[src/rtl/spi_flash_master_gen.sv]
// SPI flash master, mode 0: one cmd / addr / dummy / write / read frame per accepted request.
// sclk and every pin are flops fed from next-state logic, so the flash sees glitch-free edges.
module spi_flash_master_gen #(
  parameter int DATA_W  = 32,
  parameter int ADDR_W  = 24,
  parameter int CMD_W   = 8,
  parameter int CLK_DIV = 2,
  parameter int LEN_W   = $clog2(DATA_W/8) + 1
) (
  input  logic              clk,
  input  logic              rst,
  input  logic              cmd_valid,
  output logic              cmd_ready,
  input  logic [CMD_W-1:0]  cmd,
  input  logic [ADDR_W-1:0] addr,
  input  logic              addr_en,
  input  logic [3:0]        dummy,
  input  logic [DATA_W-1:0] tx_data,
  input  logic [LEN_W-1:0]  tx_len,
  input  logic [LEN_W-1:0]  rx_len,
  output logic [DATA_W-1:0] rx_data,
  output logic              done,
  output logic              busy,
  output logic              sclk,
  output logic              ss,
  output logic              mosi,
  input  logic              miso
);
  localparam int BYTES = DATA_W / 8;
  localparam int DIV_W = $clog2(CLK_DIV);
  localparam int M1    = (CMD_W > ADDR_W) ? CMD_W : ADDR_W;
  localparam int M2    = (M1 > DATA_W) ? M1 : DATA_W;
  localparam int MAXB  = (M2 > 15) ? M2 : 15;
  localparam int CNT_W = $clog2(MAXB + 1);
  localparam int SR_W  = CMD_W + ADDR_W + DATA_W;
  localparam logic [DIV_W-1:0] DIV_LAST = DIV_W'(CLK_DIV - 1);
  localparam logic [DIV_W-1:0] DIV_RISE = DIV_W'(CLK_DIV / 2);
  localparam logic [DIV_W-1:0] DIV_PRE  = DIV_W'(CLK_DIV / 2 - 1);
  localparam logic [LEN_W-1:0] LEN_MAX  = LEN_W'(BYTES);

  typedef enum logic [2:0] {IDLE, CMD, ADDR, DUMMY, TX, RX, GUARD} state_t;

  state_t            state, state_d, next_phase;
  logic [DIV_W-1:0]  div, div_d;
  logic [CNT_W-1:0]  cnt, cnt_d, next_cnt;
  logic [SR_W-1:0]   sr, sr_d;
  logic [DATA_W-1:0] rx_sr, rx_sr_d, rx_data_d;
  logic              has_addr, has_addr_d;
  logic [3:0]        dummy_q, dummy_q_d;
  logic [CNT_W-1:0]  tx_bits, tx_bits_d, rx_bits, rx_bits_d;
  logic [LEN_W-1:0]  tx_len_c, rx_len_c;
  logic              bit_end, done_d, sclk_d, ss_d, mosi_d;

  assign cmd_ready = (state == IDLE);
  assign busy      = ~cmd_ready;

  always_comb begin
    state_d    = state;
    div_d      = div;
    cnt_d      = cnt;
    sr_d       = sr;
    rx_sr_d    = rx_sr;
    rx_data_d  = rx_data;
    has_addr_d = has_addr;
    dummy_q_d  = dummy_q;
    tx_bits_d  = tx_bits;
    rx_bits_d  = rx_bits;
    done_d     = 1'b0;
    bit_end    = (div == DIV_LAST);
    tx_len_c   = (tx_len > LEN_MAX) ? LEN_MAX : tx_len;
    rx_len_c   = (rx_len > LEN_MAX) ? LEN_MAX : rx_len;

    // First non-empty phase that follows the current one.
    if (state == CMD && has_addr) begin
      next_phase = ADDR;  next_cnt = CNT_W'(ADDR_W);
    end else if ((state inside {CMD, ADDR}) && dummy_q != 4'd0) begin
      next_phase = DUMMY; next_cnt = CNT_W'(dummy_q);
    end else if ((state inside {CMD, ADDR, DUMMY}) && tx_bits != '0) begin
      next_phase = TX;    next_cnt = tx_bits;
    end else if ((state inside {CMD, ADDR, DUMMY, TX}) && rx_bits != '0) begin
      next_phase = RX;    next_cnt = rx_bits;
    end else begin
      next_phase = GUARD; next_cnt = '0;
    end

    case (state)
      IDLE: begin
        if (cmd_valid) begin
          state_d    = CMD;
          div_d      = '0;
          cnt_d      = CNT_W'(CMD_W);
          sr_d       = addr_en ? {cmd, addr, tx_data} : {cmd, tx_data, {ADDR_W{1'b0}}};
          rx_sr_d    = '0;
          has_addr_d = addr_en;
          dummy_q_d  = dummy;
          tx_bits_d  = CNT_W'({tx_len_c, 3'b000});
          rx_bits_d  = CNT_W'({rx_len_c, 3'b000});
        end
      end
      GUARD: begin
        div_d = div + 1'b1;
        if (bit_end) begin
          state_d = IDLE;
          div_d   = '0;
        end
      end
      default: begin
        div_d = bit_end ? '0 : div + 1'b1;
        if (state == RX && div == DIV_PRE)
          rx_sr_d = {rx_sr[DATA_W-2:0], miso};
        if (bit_end) begin
          if (state inside {CMD, ADDR, TX})
            sr_d = sr << 1;
          if (cnt == CNT_W'(1)) begin
            state_d = next_phase;
            cnt_d   = next_cnt;
            if (next_phase == GUARD) begin
              done_d = 1'b1;
              // Write-only frames leave the previous read result in place.
              if (rx_bits != '0)
                rx_data_d = rx_sr_d;
            end
          end else begin
            cnt_d = cnt - 1'b1;
          end
        end
      end
    endcase

    ss_d   = !(state_d inside {CMD, ADDR, DUMMY, TX, RX});
    sclk_d = !ss_d && (div_d >= DIV_RISE);
    mosi_d = (state_d inside {CMD, ADDR, TX}) ? sr_d[SR_W-1] : 1'b0;
  end

  always_ff @(posedge clk or posedge rst) begin
    if (rst) begin
      state    <= IDLE;
      div      <= '0;
      cnt      <= '0;
      sr       <= '0;
      rx_sr    <= '0;
      rx_data  <= '0;
      has_addr <= 1'b0;
      dummy_q  <= '0;
      tx_bits  <= '0;
      rx_bits  <= '0;
      done     <= 1'b0;
      sclk     <= 1'b0;
      ss       <= 1'b1;
      mosi     <= 1'b0;
    end else begin
      state    <= state_d;
      div      <= div_d;
      cnt      <= cnt_d;
      sr       <= sr_d;
      rx_sr    <= rx_sr_d;
      rx_data  <= rx_data_d;
      has_addr <= has_addr_d;
      dummy_q  <= dummy_q_d;
      tx_bits  <= tx_bits_d;
      rx_bits  <= rx_bits_d;
      done     <= done_d;
      sclk     <= sclk_d;
      ss       <= ss_d;
      mosi     <= mosi_d;
    end
  end
endmodule
[config.mk]
export PLATFORM = sky130hd
export DESIGN_NAME = spi_flash_master_gen
export DESIGN_NICKNAME = d
export VERILOG_FILES = /design/src/rtl/spi_flash_master_gen.sv
export SDC_FILE = /design/constraint.sdc
export NUM_CORES = 1
export LEC_CHECK = 0
export ABC_CLOCK_PERIOD_IN_PS = 7400
export CAP_MARGIN = 20
export CORE_UTILIZATION = 40
export CTS_CLUSTER_DIAMETER = 150
export DETAILED_ROUTE_END_ITERATION = 12
export SLEW_MARGIN = 20
export SYNTH_ARGS = -nofsm -noshare
export SYNTH_HDL_FRONTEND = slang
export SYNTH_SLANG_ARGS = --single-unit
[constraint.sdc]
create_clock -name clk -period 7.4 [get_ports clk]
set_input_delay 1.48 -clock clk [delete_from_list [all_inputs] [get_ports clk]]
set_output_delay 1.48 -clock clk [all_outputs]
set_load 0.01 [all_outputs]
==> flow_summary_export.csv, run 1 <==
group,metric,value,unit
clock_tree,post_cts_buffers,0,
clock_tree,clock_path_buffers,2,
setup_path,cp-end-kind,"output pin",
logic_synthesis,yosys_warnings,0,
logic_synthesis,postSynthCellCount,785,
setup_path,critPathRequiredTime,5.92,ns
cells_and_area,mostFrequentLayoutCell,"nand2_1",
logic_synthesis,synth_area,7050,µm²
drt,routedWlPerCell,15.1,µm
grt,grt_usage,0.199,
worst_hold_path,hold_end,"rx_sr[31]$_DFFE_PP0P_",
cells_and_area,layout_common_cells,"173 x nand2_1, 152 x dfrtp_1, 115 x nor2_1, 115 x clkdlybuf4s50_1, 73 x a21oi_1",
clock_tree,clock-sinks,153,
cells_and_area,area_growth,27.6,%
drt,drt_wl_total,16.8,mm
floorplanning,die_area,18200,µm²
placement,placedCellCount,1081,
logic_synthesis,synth_cell_types,49,
clock_tree,cts-htree-levels,4,
cells_and_area,drive_gt1_frac,0.0597,
setup_path,critPathLaunch,"state[1]$_DFF_PP0_",
drt,drt-initial-drc-count,483,
cells_and_area,fin_cells,1113,
logic_synthesis,mappedNetlistNets,866,
clock_tree,path_clk_slew,0.06,ns
sta,rsz0062_at_grt,"false",
floorplanning,fp.dieH,135,µm
sta,clock.fmax,269,MHz
run_status,outcome,"finished clean",
pwr,powerDensity,205,nW/µm²
clock_tree,cts_resized,0,
setup_path,r2r_cells,6,
clock_tree,postCtsHoldBufs,0,
job,maxCapViolations,0,
sta,timing.hold.ws,0.483,ns
grt,grt_antenna_before_repair,1,
sta,setup_viol,0,
placement,dp_hpwl,11.1,mm
worst_hold_path,whs_path_depth,2,
pwr,p_leak,4.48,nW
placement,gp_congestion,0.850,
sta,setup_slack,3.68,ns
setup_path,cp_max_fo,15,
logic_synthesis,synth_edf_count,0,
setup_path,critPathKind,"reg2out",
grt,grt_overflow,0,
setup_path,r2r-start,"state[2]$_DFF_PP0_",
drt,num_vias,5999,
sta,drv_slew,0,
clock_tree,tritoncts,"done",
placement,pre_cts_slack,3.61,ns
sta,hold_viol,0,
sta,fin_skew,0.0113,ns
logic_synthesis,ys_ff_latch,153,
grt,grt_pass1_vias,5786,
floorplanning,ios,117,
floorplanning,rows,48,
setup_path,r2r_slack,4.55,ns
logic_synthesis,synth-seq-area-share,0.543,
cells_and_area,insertedDiodeCount,0,
sta,period_share,0.502,
sta,slew_headroom,0.327,
floorplanning,die_x,135,µm
sta,fin_tns_setup,0,ns
setup_path,worstPathArrival,2.24,ns
worst_hold_path,min_path_type,"reg2reg",
drt,vias_per_cell,5.39,
pwr,ir_drop,0.000171,V
cells_and_area,fill_cells,1555,
drt,first_pass_iters,8,
logic_synthesis,avgSynthCellArea,8.98,µm²
grt,grt_max_degree,113,
grt,grt_pass1_wl,28.4,mm
logic_synthesis,ys.flop_type,"dfrtp_1",
drt,ant_nets,0,
setup_path,rr_endpoint,"mosi$_DFF_PP0_",
worst_hold_path,min-delay-start,"rx_sr[31]$_DFFE_PP0P_",
setup_path,cp-start-kind,"flop",
cells_and_area,layout.nets,956,
drt,drcViolationCount,0,
floorplanning,initial_utilization,0.409,
placement,io_buffers,116,
logic_synthesis,async_flop_share,1.00,
clock_tree,root_buffer,"clkbuf_16",
cells_and_area,final_util,0.522,
clock_tree,cts_buffers,17,
floorplanning,design.core.area,17200,µm²
sta,fin_crit,3.72,ns
sta,worstMarginPinSlew,1.01,ns
clock_tree,clock_latency,0.43,ns
==> power breakdown <==
group | switching [mW] | internal, mW | total, mW
clock | 0.380 | 0.546 | 0.925
sequential | 0 | 0.836 | 0.836
combinational | 0.0367 | 0.0455 | 0.0822
==> stage by stage <==
stage	cell area [µm²]	power, mW
6_report	9000	1.84
3_5_place_dp	8360	0.935
5_1_grt	9000	1.91
4_1_cts	8990	1.87
3_3_place_gp	8360	0.935
2_1_floorplan	7050	0.881
==> cell usage after synthesis (2+ instances only) <==
library cell	instances	area [µm²]
inv_1	41	154
nand3_1	3	15.0
buf_2	8	40.0
a22o_1	2	17.5
and3_1	4	25.0
a21oi_1	74	370
a31oi_1	34	213
buf_1	8	30.0
a311oi_1	2	17.5
or3_1	3	18.8
a222oi_1	30	300
a22oi_1	2	15.0
nor3_1	11	55.1
mux2i_1	34	340
nor3b_1	2	15.0
clkbuf_1	36	135
nand3b_1	4	30.0
a21o_1	3	22.5
and2_1	2	12.5
o21ai_0	14	70.1
dfrtp_1	152	3800
a221oi_1	2	17.5
nor2_1	115	432
nand2_1	173	649
ha_1	2	25.0
==> cells by family after synthesis <==
| kind of cell | synth area share |
|---|---|
| adder cells (fa/ha/maj) | 0.00355 |
| XOR/XNOR | 0.00124 |
| AO/OA/AOI/OAI | 0.163 |
| multiplexers | 0.0483 |
| flip-flops | 0.543 |
| AND/OR/NAND/NOR | 0.189 |
| buffers and inverters | 0.0509 |
==> metal layers <==
layer,up-vias,wire length [µm],global-route usage
li1,2891,-,-
met1,2894,7750,0.265
met2,194,7920,0.317
met3,20,946,0.0480
met4,0,207,0.0693
met5,-,0,0
==> how the worst max path moves through the flow <==
stage | cells after the start | to | slack [ns]
final | 4 | cmd_ready | 3.68
after global routing | 4 | cmd_ready | 3.51
after CTS | 4 | cmd_ready | 3.66
after detailed placement | 6 | sr[53]$_DFFE_PP0P_ | 3.61
after global placement | 5 | sr[46]$_DFFE_PP0P_ | 3.72
after floorplan | 1 | bit_end$_DFF_PP0_ | 1.80
==> critical path, cell delays in order (launching register included) <==
cell,delay (ns)
dfrtp_1,0.56
nor2_1,0.34
nand2_1,0.16
inv_1,0.18
clkdlybuf4s50_1,0.57
==> flip-flops by register name, indices dropped and copies added, names as in the netlist <==
signal,cells
bit_end,1
cnt,6
done,1
dummy_q,4
has_addr,1
mosi,1
rx_bits,3
rx_data,32
rx_sr,32
sclk,1
sr,64
ss,1
state,3
tx_bits,3
==> cell type report <==
| cell class | instances | area (µm²) | area share |
|---|---|---|---|
| inverters | 41 | 161 | 0.0179 |
| flip-flops and latches | 153 | 3830 | 0.426 |
| well taps | 225 | 282 | 0.0313 |
| clock buffers | 17 | 425 | 0.0473 |
| clock inverters | 15 | 205 | 0.0228 |
| repair buffers | 123 | 1210 | 0.134 |
| multi-input cells | 539 | 2880 | 0.321 |
Note: power is estimated with default switching activity, not from simulation.
==> run 2, diff against run 1 <==
ABC_CLOCK_PERIOD_IN_PS = 3000   (was 7400)
PLACE_DENSITY = 0.65   (was unset)
clock period = 3 ns   (was 7.4 ns; I/O delays follow)
==> flow_summary_export.csv, run 2 (synthesis results as in run 1) <==
group,metric,value,unit
pwr,powerDensity,482,nW/µm²
grt,grt_antenna_before_repair,0,
cells_and_area,largest_reg_flops,64,
sta,rsz0062_at_grt,"false",
pwr,fin_total_pwr,4.37,mW
worst_hold_path,min_path_type,"reg2reg",
floorplanning,design.core.area,17200,µm²
worst_hold_path,min-delay-start,"rx_sr[31]$_DFFE_PP0P_",
pwr,ir_drop,0.000434,V
drt,drcViolationCount,0,
floorplanning,fp.dieH,135,µm
setup_path,worstPathArrival,2.14,ns
placement,io_buffers,116,
sta,setup_viol,0,
placement,gp_congestion,0.873,
sta,drv_slew,0,
job,maxCapViolations,0,
floorplanning,rows,48,
clock_tree,clock-sinks,153,
clock_tree,cts_resized,0,
cells_and_area,area_growth,28.5,%
floorplanning,die_area,18200,µm²
grt,grt_max_degree,126,
sta,timing.hold.ws,0.483,ns
setup_path,critPathRequiredTime,2.40,ns
cells_and_area,fin_cells,1121,
drt,vias_per_cell,5.27,
placement,dp_hpwl,10.8,mm
sta,clock.fmax,365,MHz
grt,grt_overflow,0,
cells_and_area,layout_common_cells,"173 x nand2_1, 152 x dfrtp_1, 115 x nor2_1, 115 x clkdlybuf4s50_1, 73 x a21oi_1",
clock_tree,cts_buffers,17,
floorplanning,ios,117,
setup_path,r2r_slack,0.64,ns
drt,drt-initial-drc-count,563,
run_status,outcome,"finished clean",
cells_and_area,layout.nets,964,
clock_tree,postCtsHoldBufs,0,
drt,ant_nets,0,
sta,hold_viol,0,
drt,first_pass_iters,6,
clock_tree,clock_latency,0.42,ns
clock_tree,path_clk_slew,0.06,ns
cells_and_area,stdcell_area,9060,µm²
setup_path,r2r_cells,5,
pwr,p_leak,4.51,nW
cells_and_area,mostFrequentLayoutCell,"nand2_1",
cells_and_area,insertedDiodeCount,0,
sta,fin_tns_setup,0,ns
placement,placedCellCount,1089,
floorplanning,die_x,135,µm
drt,num_vias,5912,
cells_and_area,regMostFlops,"sr",
setup_path,cp-end-kind,"output pin",
drt,routedWlPerCell,14.7,µm
sta,worstMarginPinSlew,0.748,ns
setup_path,rr_endpoint,"mosi$_DFF_PP0_",
sta,slew_headroom,0.501,
clock_tree,post_cts_buffers,0,
grt,grt_pass1_vias,5773,
setup_path,cp_max_fo,15,
sta,period_share,0.912,
cells_and_area,reg_top3,"sr x64, rx_data x32, rx_sr x32",
sta,fin_skew,0.00521,ns
worst_hold_path,hold_end,"rx_sr[31]$_DFFE_PP0P_",
clock_tree,cts-htree-levels,4,
grt,grt_usage,0.196,
clock_tree,clock_path_buffers,2,
setup_path,critPathKind,"reg2out",
drt,drt_wl_total,16.4,mm
clock_tree,root_buffer,"clkbuf_16",
sta,fin_crit,2.74,ns
clock_tree,tritoncts,"done",
grt,grt_pass1_wl,28.2,mm
worst_hold_path,whs_path_depth,2,
placement,place_area,8480,µm²
floorplanning,initial_utilization,0.409,
setup_path,cp-start-kind,"flop",
cells_and_area,drive_gt1_frac,0.0658,
setup_path,r2r-start,"state[2]$_DFF_PP0_",
[run 2: changes by cell type in the layout (fill, tap and decap cells not counted), sizes merged]
cell / change
buf: +8
bufinv: -2
clkinv: +2
[run 2: area by class of cell]
cell class	instances	area, µm²
inverter	41	158
clock buffer	17	425
clock inverter	15	155
timing repair buffer	131	1330
multi-input combinational	539	2880
fill	1575	8180
tap	225	282
sequential	153	3830
[run 2: worst max path at each step]
stage	endpoint	from	cells after the start
after global placement	sr[62]$_DFFE_PP0P_	cmd_valid	7
after CTS	cmd_ready	state[1]$_DFF_PP0_	4
after floorplan	bit_end$_DFF_PP0_	rst	1
after global routing	cmd_ready	state[0]$_DFF_PP0_	4
after detailed placement	sr[19]$_DFFE_PP0P_	cmd_valid	7
final	cmd_ready	state[0]$_DFF_PP0_	4
[run 2: power breakdown]
group	switching, mW	internal (mW)	total, mW
combinational	0.0886	0.117	0.205
clock	0.924	1.18	2.10
sequential	0	2.06	2.06
[run 2: layer usage]
metal	part of all wire	up-vias	GRT usage	wire length, µm
met2	0.47	167	0.310	7680
met3	0.062	13	0.0537	1020
met1	0.46	2836	0.266	7600
li1	-	2896	-	-
met4	0.0074	0	0.0543	121
met5	0	-	0	0
[run 2: per-stage QoR]
stage           util  worst slack [ns]
6_report       0.526             0.264
5_1_grt        0.526             0.126
4_1_cts        0.526             0.241
3_5_place_dp   0.492             0.543
3_3_place_gp   0.492             0.590
2_1_floorplan      -             0.470
[run 2: worst max-delay path, stage by stage (launching register included)]
cell and delay, ns:
dfrtp_1 0.54, nor2_1 0.30, nand2_1 0.14, inv_1 0.15, clkdlybuf4s50_1 0.58
==> run 3, diff against run 2 <==
ABC_CLOCK_PERIOD_IN_PS = 2700   (was 3000)
PLACE_DENSITY = 0.71   (was 0.65)
clock period = 2.7 ns   (was 3 ns; I/O delays follow)
==> flow_summary_export.csv, run 3 (synthesis results as in run 1) <==
group,metric,value,unit
sta,clock.fmax,391,MHz
cells_and_area,largest_reg_flops,64,
sta,setup_viol,0,
cells_and_area,layout.nets,967,
grt,grt_max_degree,95,
clock_tree,path_clk_slew,0.06,ns
pwr,ir_drop,0.000471,V
sta,worstMarginPinSlew,0.941,ns
setup_path,cp_max_fo,15,
setup_path,path_delay_family,"buffers and inverters",
grt,grt_antenna_before_repair,0,
cells_and_area,reg_top3,"sr x64, rx_data x32, rx_sr x32",
drt,drt_wl_total,16.5,mm
cells_and_area,insertedDiodeCount,0,
setup_path,path_cells,"nor2_2 -> nand2_1 -> inv_1 -> clkdlybuf4s50_1",
setup_path,cp_slowest_cell,"clkdlybuf4s50_1",
clock_tree,clock_latency,0.42,ns
grt,grt_pass1_wl,28.1,mm
setup_path,slowest_delay,0.58,ns
sta,period_share,0.948,
setup_path,cp-end-kind,"output pin",
floorplanning,fp.dieH,135,µm
grt,grt_pass1_vias,5772,
clock_tree,tritoncts,"done",
drt,ant_nets,0,
clock_tree,clock_path_buffers,2,
setup_path,worst-path-buf-inv,2,
placement,dp_hpwl,10.9,mm
cells_and_area,stdcell_area,9220,µm²
floorplanning,design.core.area,17200,µm²
setup_path,critPathKind,"reg2out",
drt,drt-initial-drc-count,699,
sta,fin_crit,2.56,ns
cells_and_area,area_growth,30.8,%
setup_path,r2r_cells,9,
setup_path,critPathRequiredTime,2.16,ns
cells_and_area,layout_common_cells,"173 x nand2_1, 150 x dfrtp_1, 115 x clkdlybuf4s50_1",
drt,drcViolationCount,0,
clock_tree,root_buffer,"clkbuf_16",
sta,slew_headroom,0.373,
clock_tree,cts_buffers,17,
run_status,outcome,"finished clean",
sta,rsz0062_at_grt,"false",
job,maxCapViolations,0,
floorplanning,initial_utilization,0.409,
setup_path,r2r_slack,0.43,ns
pwr,fin_total_pwr,5.28,mW
grt,grt_usage,0.194,
floorplanning,rows,48,
placement,gp_congestion,0.863,
drt,vias_per_cell,5.34,
worst_hold_path,min_path_type,"in2async",
placement,place_area,8530,µm²
sta,hold_viol,0,
floorplanning,ios,117,
clock_tree,postCtsHoldBufs,0,
sta,fin_skew,0.00601,ns
sta,drv_slew,0,
setup_path,r2r-start,"cnt[1]$_DFFE_PP0P_",
setup_path,rr_endpoint,"rx_data[10]$_DFFE_PP0P_",
drt,first_pass_iters,5,
drt,routedWlPerCell,14.6,µm
cells_and_area,mostFrequentLayoutCell,"nand2_1",
clock_tree,clock-sinks,153,
pwr,p_leak,4.57,nW
clock_tree,cts-htree-levels,4,
setup_path,worstPathArrival,2.02,ns
grt,grt_overflow,0,
floorplanning,die_x,135,µm
cells_and_area,regMostFlops,"sr",
cells_and_area,drive_gt1_frac,0.0712,
setup_path,cp-start-kind,"flop",
placement,io_buffers,116,
drt,num_vias,6005,
pwr,powerDensity,573,nW/µm²
floorplanning,die_area,18200,µm²
sta,fin_tns_setup,0,ns
## run 3: worst max path at each step
stage                             startpoint            endpoint  slack (ns)  depth (start not counted)
after CTS                 state[0]$_DFF_PP0_           cmd_ready        0.02                          4
final                     state[0]$_DFF_PP0_           cmd_ready        0.14                          4
after global placement             cmd_valid  sr[18]$_DFFE_PP0P_        0.34                          7
after detailed placement           cmd_valid  sr[57]$_DFFE_PP0P_        0.28                          7
after floorplan                          rst   bit_end$_DFF_PP0_        0.23                          1
after global routing      state[0]$_DFF_PP0_           cmd_ready        0.04                          4
## run 3: repair_timing
item	4_1_cts	5_1_grt
pin swaps	0	0
setup endpoints to repair	1	1
buffers inserted	0	0
resized for setup	1	2
## run 3: layout make-up
class,instances,area [µm²]
Clock buffer,19,443
Multi-Input combinational cell,539,2880
Inverter,41,158
Sequential cell,153,3830
Clock inverter,13,248
Fill cell,1545,8020
Timing Repair Buffer,134,1380
Tap cell,225,282
## run 3: power breakdown
| group | internal [mW] | total [mW] | switching (mW) |
|---|---|---|---|
| combinational | 0.131 | 0.232 | 0.100 |
| clock | 1.85 | 2.76 | 0.913 |
| sequential | 2.29 | 2.29 | 0 |
## run 3: per-stage QoR
stage | std cells | hold slack (ns) | util | setup WS (ns)
4_1_cts | 1124 | 0.354 | 0.535 | 0.0250
5_1_grt | 1124 | 0.359 | 0.535 | 0.0385
2_1_floorplan | 785 | 0.446 | - | 0.230
3_5_place_dp | 1092 | 0.466 | 0.495 | 0.275
3_3_place_gp | 1092 | 0.457 | 0.495 | 0.341
6_report | 1124 | 0.368 | 0.535 | 0.142
## run 3: worst register-to-register path, cell delays in order (launching register included)
cell and delay [ns]:
dfrtp_1 0.40, inv_1 0.10, ha_1 0.22, and3b_1 0.21, and2_1 0.23, nand2_1 0.15
nor4_4 0.34, buf_12 0.30, nor2_1 0.09, a31oi_1 0.16
## run 3: metal layers
layer  wire length [µm]  vias to the layer above  track usage
li1                   -                     2909            -
met5                  0                        -            0
met3                941                       16       0.0473
met1               7680                     2895        0.266
met4                176                        0       0.0543
met2               7670                      185        0.306
